### src/rtl/class_pkg.sv
// Shared definitions for the class router: default parameter set,
// class-count and log2 helpers, and class-field extraction.
package class_pkg;

  localparam int DEF_DATA_SIZE  = 10;
  localparam int DEF_CLASS_BITS = 1;
  localparam int DEF_MAIN_SIZE  = 8;
  localparam int DEF_AF_LEVEL   = DEF_MAIN_SIZE - 2;
  localparam int DEF_AE_LEVEL   = 1;
  localparam int DEF_CNT_SIZE   = 8;

  // Widest word the extraction helper accepts.
  localparam int MAX_DATA_SIZE  = 64;

  function automatic int num_classes(input int class_bits);
    return 1 << class_bits;
  endfunction

  // Ceiling log2, usable in constant expressions.
  function automatic int log2_ceil(input int value);
    int r;
    r = 0;
    for (int i = 0; i < 31; i++) begin
      if ((1 << i) < value) r = i + 1;
    end
    return r;
  endfunction

  // Class field sits in the MSBs of the word.
  function automatic logic [31:0] class_of(input logic [MAX_DATA_SIZE-1:0] word,
                                           input int data_size,
                                           input int class_bits);
    logic [MAX_DATA_SIZE-1:0] shifted;
    logic [MAX_DATA_SIZE-1:0] mask;
    shifted = word >> (data_size - class_bits);
    mask    = (64'd1 << class_bits) - 64'd1;
    return 32'(shifted & mask);
  endfunction

endpackage

### src/rtl/class_fifo.sv
// Per-class synchronous FIFO with registered read port, occupancy flags
// and a saturating overflow drop counter.
module class_fifo
  import class_pkg::*;
#(
  parameter int DATA_SIZE = DEF_DATA_SIZE,
  parameter int MAIN_SIZE = DEF_MAIN_SIZE,
  parameter int AF_LEVEL  = MAIN_SIZE - 2,
  parameter int AE_LEVEL  = DEF_AE_LEVEL,
  parameter int CNT_SIZE  = DEF_CNT_SIZE
) (
  input  logic                 clk,
  input  logic                 reset,
  input  logic                 push,
  input  logic                 pop,
  input  logic [DATA_SIZE-1:0] din,
  output logic [DATA_SIZE-1:0] dout,
  output logic                 dout_valid,
  output logic                 af,
  output logic                 ae,
  output logic                 full,
  output logic                 empty,
  output logic [CNT_SIZE-1:0]  drop_cnt
);

  localparam int PTR_W = log2_ceil(MAIN_SIZE);
  localparam int OCC_W = PTR_W + 1;

  logic [DATA_SIZE-1:0] mem [MAIN_SIZE];

  logic [PTR_W-1:0]     wr_ptr_q, wr_ptr_d;
  logic [PTR_W-1:0]     rd_ptr_q, rd_ptr_d;
  logic [OCC_W-1:0]     occ_q, occ_d;
  logic [DATA_SIZE-1:0] dout_q, dout_d;
  logic                 dout_valid_q, dout_valid_d;
  logic [CNT_SIZE-1:0]  drop_q, drop_d;
  logic                 do_push, do_pop;

  assign full  = (occ_q == OCC_W'(MAIN_SIZE));
  assign empty = (occ_q == '0);
  assign af    = (occ_q >= OCC_W'(AF_LEVEL));
  assign ae    = (occ_q <= OCC_W'(AE_LEVEL));

  assign dout       = dout_q;
  assign dout_valid = dout_valid_q;
  assign drop_cnt   = drop_q;

  // Next-state: a pop on empty is ignored (no fall-through); a push on full
  // only lands if the same cycle frees a slot, otherwise it is counted.
  always_comb begin
    do_pop       = pop && !empty;
    do_push      = push && (!full || do_pop);
    wr_ptr_d     = wr_ptr_q;
    rd_ptr_d     = rd_ptr_q;
    occ_d        = occ_q;
    dout_d       = dout_q;
    dout_valid_d = do_pop;
    drop_d       = drop_q;

    if (do_push) wr_ptr_d = wr_ptr_q + PTR_W'(1);
    if (do_pop) begin
      rd_ptr_d = rd_ptr_q + PTR_W'(1);
      dout_d   = mem[rd_ptr_q];
    end
    if (do_push && !do_pop)      occ_d = occ_q + OCC_W'(1);
    else if (!do_push && do_pop) occ_d = occ_q - OCC_W'(1);

    if (push && !do_push && (drop_q != '1)) drop_d = drop_q + CNT_SIZE'(1);
  end

  // Control and output registers, cleared asynchronously.
  always_ff @(posedge clk or negedge reset) begin
    if (!reset) begin
      wr_ptr_q     <= '0;
      rd_ptr_q     <= '0;
      occ_q        <= '0;
      dout_q       <= '0;
      dout_valid_q <= 1'b0;
      drop_q       <= '0;
    end else begin
      wr_ptr_q     <= wr_ptr_d;
      rd_ptr_q     <= rd_ptr_d;
      occ_q        <= occ_d;
      dout_q       <= dout_d;
      dout_valid_q <= dout_valid_d;
      drop_q       <= drop_d;
    end
  end

  // Storage array; contents need no reset since occupancy gates every read.
  always_ff @(posedge clk) begin
    if (do_push) mem[wr_ptr_q] <= din;
  end

endmodule

### src/rtl/class_router.sv
// Steers incoming words by their class field into per-class FIFOs and
// aggregates their almost-full flags into an upstream pause.
module class_router
  import class_pkg::*;
#(
  parameter int  DATA_SIZE   = DEF_DATA_SIZE,
  parameter int  CLASS_BITS  = DEF_CLASS_BITS,
  parameter int  MAIN_SIZE   = DEF_MAIN_SIZE,
  parameter int  AF_LEVEL    = MAIN_SIZE - 2,
  parameter int  AE_LEVEL    = DEF_AE_LEVEL,
  parameter int  CNT_SIZE    = DEF_CNT_SIZE,
  localparam int NUM_CLASSES = num_classes(CLASS_BITS)
) (
  input  logic                            clk,
  input  logic                            reset,
  input  logic [DATA_SIZE-1:0]            in,
  input  logic                            valid_in,
  input  logic [NUM_CLASSES-1:0]          pop,
  output logic [NUM_CLASSES*DATA_SIZE-1:0] out,
  output logic [NUM_CLASSES-1:0]          valid_out,
  output logic [NUM_CLASSES-1:0]          AF,
  output logic [NUM_CLASSES-1:0]          AE,
  output logic [NUM_CLASSES-1:0]          full,
  output logic [NUM_CLASSES-1:0]          empty,
  output logic                            pause,
  output logic [NUM_CLASSES*CNT_SIZE-1:0] drop_cnt
);

  logic [CLASS_BITS-1:0]  cls;
  logic [NUM_CLASSES-1:0] push_en;

  assign cls   = CLASS_BITS'(class_of(MAX_DATA_SIZE'(in), DATA_SIZE, CLASS_BITS));
  assign pause = |AF;

  // One-hot push enable for the addressed class.
  always_comb begin
    push_en = '0;
    if (valid_in) push_en[cls] = 1'b1;
  end

  for (genvar k = 0; k < NUM_CLASSES; k++) begin : g_class
    class_fifo #(
      .DATA_SIZE (DATA_SIZE),
      .MAIN_SIZE (MAIN_SIZE),
      .AF_LEVEL  (AF_LEVEL),
      .AE_LEVEL  (AE_LEVEL),
      .CNT_SIZE  (CNT_SIZE)
    ) u_fifo (
      .clk        (clk),
      .reset      (reset),
      .push       (push_en[k]),
      .pop        (pop[k]),
      .din        (in),
      .dout       (out[k*DATA_SIZE +: DATA_SIZE]),
      .dout_valid (valid_out[k]),
      .af         (AF[k]),
      .ae         (AE[k]),
      .full       (full[k]),
      .empty      (empty[k]),
      .drop_cnt   (drop_cnt[k*CNT_SIZE +: CNT_SIZE])
    );
  end

endmodule

### config.mk
export PLATFORM = sky130hd
export DESIGN_NAME = class_router
export DESIGN_NICKNAME = d
export VERILOG_FILES = /design/src/rtl/class_pkg.sv /design/src/rtl/class_fifo.sv /design/src/rtl/class_router.sv
export SDC_FILE = /design/constraint.sdc
export NUM_CORES = 1
export LEC_CHECK = 0
export ABC_AREA = 1
export CAP_MARGIN = 25
export CORE_MARGIN = 4
export CORE_UTILIZATION = 50
export CTS_CLUSTER_SIZE = 24
export DETAILED_ROUTE_END_ITERATION = 10
export DONT_BUFFER_PORTS = 1
export GPL_ROUTABILITY_DRIVEN = 0
export PLACE_DENSITY = 0.68
export SLEW_MARGIN = 0
export SYNTH_ARGS = -nofsm -noshare
export SYNTH_HDL_FRONTEND = slang
export SYNTH_SLANG_ARGS = --single-unit
export TNS_END_PERCENT = 50
### constraint.sdc
create_clock -name clk -period 1.9 [get_ports clk]
set_input_delay 0.285 -clock clk [delete_from_list [all_inputs] [get_ports clk]]
set_output_delay 0.285 -clock clk [all_outputs]
set_load 0.02 [all_outputs]
; ---- Word-level counts from Yosys, hierarchy flattened
; Memories as Yosys holds them, arrays and structs flattened. A register that Yosys moved wholly into a read port is not among the register bits.
; Index checks and enable logic that the tools add are counted.
[classes]
magnitude_cmp = 6
eq_ne = 4
n_addsub = 10
mux = 11
n_reduce_logical = 30
[op_table]
columns = operator, n
row1 = adder 8 x 1 -> 8 bit (second input constant), 2
row2 = two-way mux 4 bit, 4
row3 = != test 8 bit (second input constant), 2
row4 = logical AND 1 bit, 13
row5 = adder 3 x 1 -> 3 bit (second input constant), 4
row6 = logical NOT 1 bit, 10
row7 = adder 4 x 1 -> 4 bit (second input constant), 2
row8 = == test 4 bit (second input constant), 2
row9 = greater-or-equal comparator 4 x 3 -> 1 bit (second input constant), 2
row10 = <= comparator 4 x 1 -> 1 bit (second input constant), 2
row11 = logical NOT 4 bit, 2
row12 = subtractor 4 x 1 -> 4 bit (second input constant), 2
row13 = two-way mux 1 bit, 5
row14 = nonzero test 2 bit, 2
row15 = logical OR 1 bit, 2
row16 = less-than comparator 1 x 2 -> 1 bit (second input constant), 1
row17 = two-way mux 2 bit, 1
row18 = OR reduction 2 bit, 1
row19 = demux 1 bit (select 1 bit), 1
row20 = greater-or-equal comparator 1 bit (second input constant), 1
[word_totals]
output_inout_bits = 47
wordCells = 73
ramBits = 160
register_bits = 38
mem_count = 2
in_bits = 15
[memory_table]
columns = name, words, word_bits, read_ports, rd_ports_with_merged_regs, wr, line_no
row1 = g_class[0].u_fifo.mem, 8, 10, 1, 1, 1, class_fifo.sv:29  ; logic [DATA_SIZE-1:0] mem [MAIN_SIZE];
row2 = g_class[1].u_fifo.mem, 8, 10, 1, 1, 1, class_fifo.sv:29

; ---- Depth between registers and ports, before layout
[logic_depth]
depth_word = 10
mapped_depth = 14
mapped_depth_nobuf = 14

; ---- Modules after synthesis
; From an unflattened synthesis, not the netlist that was laid out.
[hier_totals]
cells_unflattened = 993
area_unflattened_um2 = 9888.2
[by_module_without_submodules]
columns = module, cells_per_inst, n_inst, seq_area_each_um2, area_per_inst_um2
row1 = class_fifo at g_class[1].u_fifo, 493, 1, 3128.0, 4956.0
row2 = class_fifo at g_class[0].u_fifo, 493, 1, 3128.0, 4903.5
row3 = class_router, 7, 1, 0.0, 28.8

; ---- Least setup slack after synthesis
; Ideal clock, no wire load.
[synth_timing]
kind = flip-flop to flip-flop
from = register g_class[0].u_fifo.occ_q[0]
to = register g_class[0].u_fifo.occ_q[2]
path_stages_with_launch = 13
period_less_slack_ns = 2.025
setup_time_ns = 0.118
path_slack_ns = -0.125
required_ns = 1.782
path_buffers = 1
t_arrival_ns = 1.907
cell_sequence = dfrtp_1 inv_1 ha_1 nand2_4 nor2_4 nor2_4 inv_2 buf_6 ha_1 nor2_1 o21ai_0 xor2_1 inv_1
[synth_via]
elab_chain_len = 8
word_cells_on_any_way = 16
cone_classes = add/sub (2) / eq/ne (1) / mux (2) / reduce/logical (11)
[synth_rtl]
columns = element, line_no
row1 = "start, declared", class_fifo.sv:33  ; logic [OCC_W-1:0] occ_q, occ_d;
row2 = "start signal, assigned", class_fifo.sv:76  ; occ_q <= '0;
row3 = "start signal, assigned", class_fifo.sv:83  ; occ_q <= occ_d;
row4 = logical NOT 4 bit *, class_fifo.sv:40  ; assign empty = (occ_q == '0);
row5 = named net g_class[0].u_fifo.empty, class_fifo.sv:22  ; output logic empty,
row6 = logical NOT 1 bit *, class_fifo.sv:51  ; do_pop = pop && !empty;
row7 = logical AND 1 bit *, class_fifo.sv:51
row8 = logical OR 1 bit, class_fifo.sv:52  ; do_push = push && (!full || do_pop);
row9 = logical AND 1 bit, class_fifo.sv:52
row10 = logical NOT 1 bit, class_fifo.sv:66  ; else if (!do_push && do_pop) occ_d = occ_q - OCC_W'(1);
row11 = logical AND 1 bit, class_fifo.sv:66
row12 = nonzero test 2 bit (no line), n/a
; The timed path passes the listed nets; every way through them passes the cells marked *. The select of a mux whose other input is x is not followed.
; A chain may end at the register's enable or synchronous reset.

; ---- Final worst setup path
[layout_timing]
from = register g_class[1].u_fifo.occ_q[1]
to = output AF[1]
[layout_via]
elab_chain_len = 1
[layout_rtl]
columns = element, line_no
row1 = "start, declared", class_fifo.sv:33
row2 = "start signal, assigned", class_fifo.sv:76
row3 = "start signal, assigned", class_fifo.sv:83
row4 = greater-or-equal comparator 4 x 3 -> 1 bit, class_fifo.sv:41  ; assign af = (occ_q >= OCC_W'(AF_LEVEL));
row5 = "end, declared", class_router.sv:21  ; output logic [NUM_CLASSES-1:0] AF,
; No other way between the ends.

==> reports/results.ini <==
[die]
rows=51
io_pins=62
die_x_um=149.3
core_um2=19530
die_area_um2=22280
initial_core_util_pct=51.10
fp.dieH_um=149.3

[clock_network]
insertion_delay_ps=500
tritoncts=built
clkSinkCount=218
cts-root-buf=clkbuf_16
htree_num_levels=1
cts_made_buffers=23
clkTransAtPathRegs_ps=60
clockBufferDepth=3

[worst_setup_path]
worstSetupStartpointType=flip-flop
regToRegEndpoint=g_class[0].u_fifo.occ_q[2]$_DFFE_PN0P_
cp.required_ps=1620
path_class=flip-flop to output pin
cp-end-kind=output pin
worst-r2r-cell-count=12
worstPathMaxFanout=4
timing.rr.start=g_class[0].u_fifo.occ_q[1]$_DFFE_PN0P_
regToRegSetupSlack_ps=110
critical_path_arrival_ps=1610

[cells_and_area]
fin_nets=1086
num_antenna_cells=0
nFillCells=1586
final_layout_size_suffix_gt1_share_pct=14.22
layoutNonFillerInstCount=1334
area_delta_synth_final_pct=16.88

[global_routing]
track_usage_pct=19.28
overflow=0
grt_max_degree=59
grt_pass1_wl_um=34170
grt_pass1_vias=6607
grt_antenna_before_repair=0

[power]
p_leak_uw=0.005297
switching_power_uw=5996
power.density_nw_per_um2=1442
power_uw=16820
ir_worst_vdd_uv=1160
p_clk_share_pct=29.1
pwr-share-seq_pct=39.9
swShare_pct=35.65
internal_power_uw=10820
power_frac_comb_pct=31.0

[sta]
final_hold_viol_count=0
timing.fmax_mhz=527.8
setup_violations=0
slew_viol_final=0
finalCriticalPeriod_ps=1895
finClkSkew_ps=8.133
relSlewSlack_pct=43.99
period_share_pct=99.72
finalSetupTns_ps=0
tightest_slew_ps=837.4
rsz0062_at_grt=true
setup_slack_ps=5.294

[placement]
dpl.hpwl_um=13500
place_worst_setup_slack_ps=105.4
portBuffers=0
dp.cells=1274

[routing]
vias_per_cell=5.019
dr.first_iter.drc_count=492
dr.pass1.iters=5
via_count=6695
drcViolationCount=0
wl_um=21470
wl_per_cell_um=16.09
ant_nets=0

[logic_synthesis]
syn_avg_cell_area_um2=9.889
synth_cell_type_count=32
yosysWarningCount=0
synth-seq-cells=218
netlist_instances=1009
syn_nets=1042
yosysSeqAreaShare_pct=62.70
synth_area_um2=9978

[run]
cap_violations=0

[min_path]
holdPathStages=3
min_from=in[9]
hold_class=primary input to flip-flop
hold_path_end=g_class[0].u_fifo.wr_ptr_q[2]$_DFFE_PN0P_

[status]
outcome=finished clean

cells in the mapped netlist (all sizes together):
cell	number	area share (%)
a21oi	1	0.16
buf	35	2.2
clkbuf	9	0.34
clkinv	1	0.038
dfrtp	58	15
edfxtp	160	48
ha	18	2.3
inv	168	6.3
nand2	347	13
nand3	130	6.7
nand3b	2	0.15
nand4	5	0.31
nor2	37	2.5
nor3	1	0.16
o21ai	12	0.60
o22ai	2	0.13
o31ai	2	0.15
or2	2	0.18
xnor2	6	0.53
xor2	13	1.1
sequential cells by signal, summed over array words and instances (netlist names):
register                   count
g_class.u_fifo.dout_valid      2
g_class.u_fifo.mem           160
g_class.u_fifo.wr_ptr_q        6
g_class.u_fifo.rd_ptr_q        6
g_class.u_fifo.drop_cnt       16
g_class.u_fifo.dout           20
g_class.u_fifo.occ_q           8
power groups by stage:
| stage | registers, µW | clock network (µW) | logic (µW) |
|---|---|---|---|
| floorplan | 6620 | 0 | 3550 |
| global placement | 6760 | 0 | 4560 |
| detailed placement | 6770 | 0 | 4650 |
| CTS | 6700 | 4990 | 5030 |
| global route | 6780 | 5190 | 5810 |
| finish | 6710 | 4890 | 5210 |
layout by cell type, fill, tap and decap left out, types with 9 or more instances in the layout:
cell type,n
inv_2,14
inv_1,153
edfxtp_1,160
nor2_1,11
xor2_1,13
nand2_1,338
dlygate4sd3_1,11
nor2_4,9
nand3_1,128
buf_4,33
buf_6,13
nor2_2,15
clkbuf_16,23
ha_1,13
dfrtp_1,57
o21ai_0,9
kinds of logic (layout without fill, tap and decap cells):
logic type               after synthesis  count (layout)  share of synthesized area [%]
AO/OA/AOI/OAI                         17              17                          1.041
XOR/XNOR                              19              19                          1.668
adder cells (fa/ha/maj)               18              18                          2.257
buffers and inverters                213             273                          8.915
flip-flops                           218             218                          62.70
AND/OR/NAND/NOR                      524             524                          23.42
repair_timing:
action | in CTS | in global routing
pin swaps | 4 | 6
buffers inserted | 3 | 4
endpoints found under the hold margin | 218 | 0
hold buffers | 12 | 0
gates cloned | 0 | 0
gates resized for setup | 18 | 27
setup endpoints to repair | 4 | 132
through the flow:
stage | instance area (µm²) | hold WS, ps | util [%]
after floorplan | 10000 | -10.59 | -
after global placement | 10470 | -8.856 | 53.63
after detailed placement | 10470 | -9.117 | 53.63
after CTS | 11540 | 7.551 | 59.09
after global routing | 11660 | 42.84 | 59.73
final | 11660 | 21.45 | 59.73
metal layers:
metal	vias up	wire, µm	global-route usage, %
li1	3272	-	-
met1	3191	9010	25.86
met2	190	10620	32.77
met3	42	1346	3.373
met4	0	491	5.080
met5	-	0	0
worst max-delay path: stages, from the launching register on:
cell     delay (ps)
dfrtp_1         390
buf_6           130
ha_4            150
o31ai_4         310
inv_2           120
cell type report:
| type | count | area, µm² | share of cell area (%) |
|---|---|---|---|
| sequential | 218 | 6257 | 53.65 |
| multi-input combinational | 578 | 2965 | 25.43 |
| clock buffer | 34 | 676.9 | 5.804 |
| inverter | 169 | 639.4 | 5.482 |
| timing repair buffer | 63 | 631.9 | 5.418 |
| tap | 265 | 331.6 | 2.843 |
| clock inverter | 7 | 160.2 | 1.373 |
worst max path at each step:
stage                                           startpoint                                    end  cells after the start
finish              g_class[1].u_fifo.occ_q[1]$_DFFE_PN0P_                                  AF[1]                      4
global placement    g_class[1].u_fifo.occ_q[0]$_DFFE_PN0P_  g_class[1].u_fifo.mem[3][1]$_DFFE_PP_                      8
detailed placement  g_class[1].u_fifo.occ_q[0]$_DFFE_PN0P_  g_class[1].u_fifo.mem[3][6]$_DFFE_PP_                      8
CTS                 g_class[0].u_fifo.occ_q[0]$_DFFE_PN0P_                                  pause                      6
floorplan           g_class[0].u_fifo.occ_q[0]$_DFFE_PN0P_  g_class[0].u_fifo.mem[7][0]$_DFFE_PP_                      9
global route        g_class[1].u_fifo.occ_q[1]$_DFFE_PN0P_                                  AF[1]                      4
No activity file was read; power rests on OpenSTA's default activity.
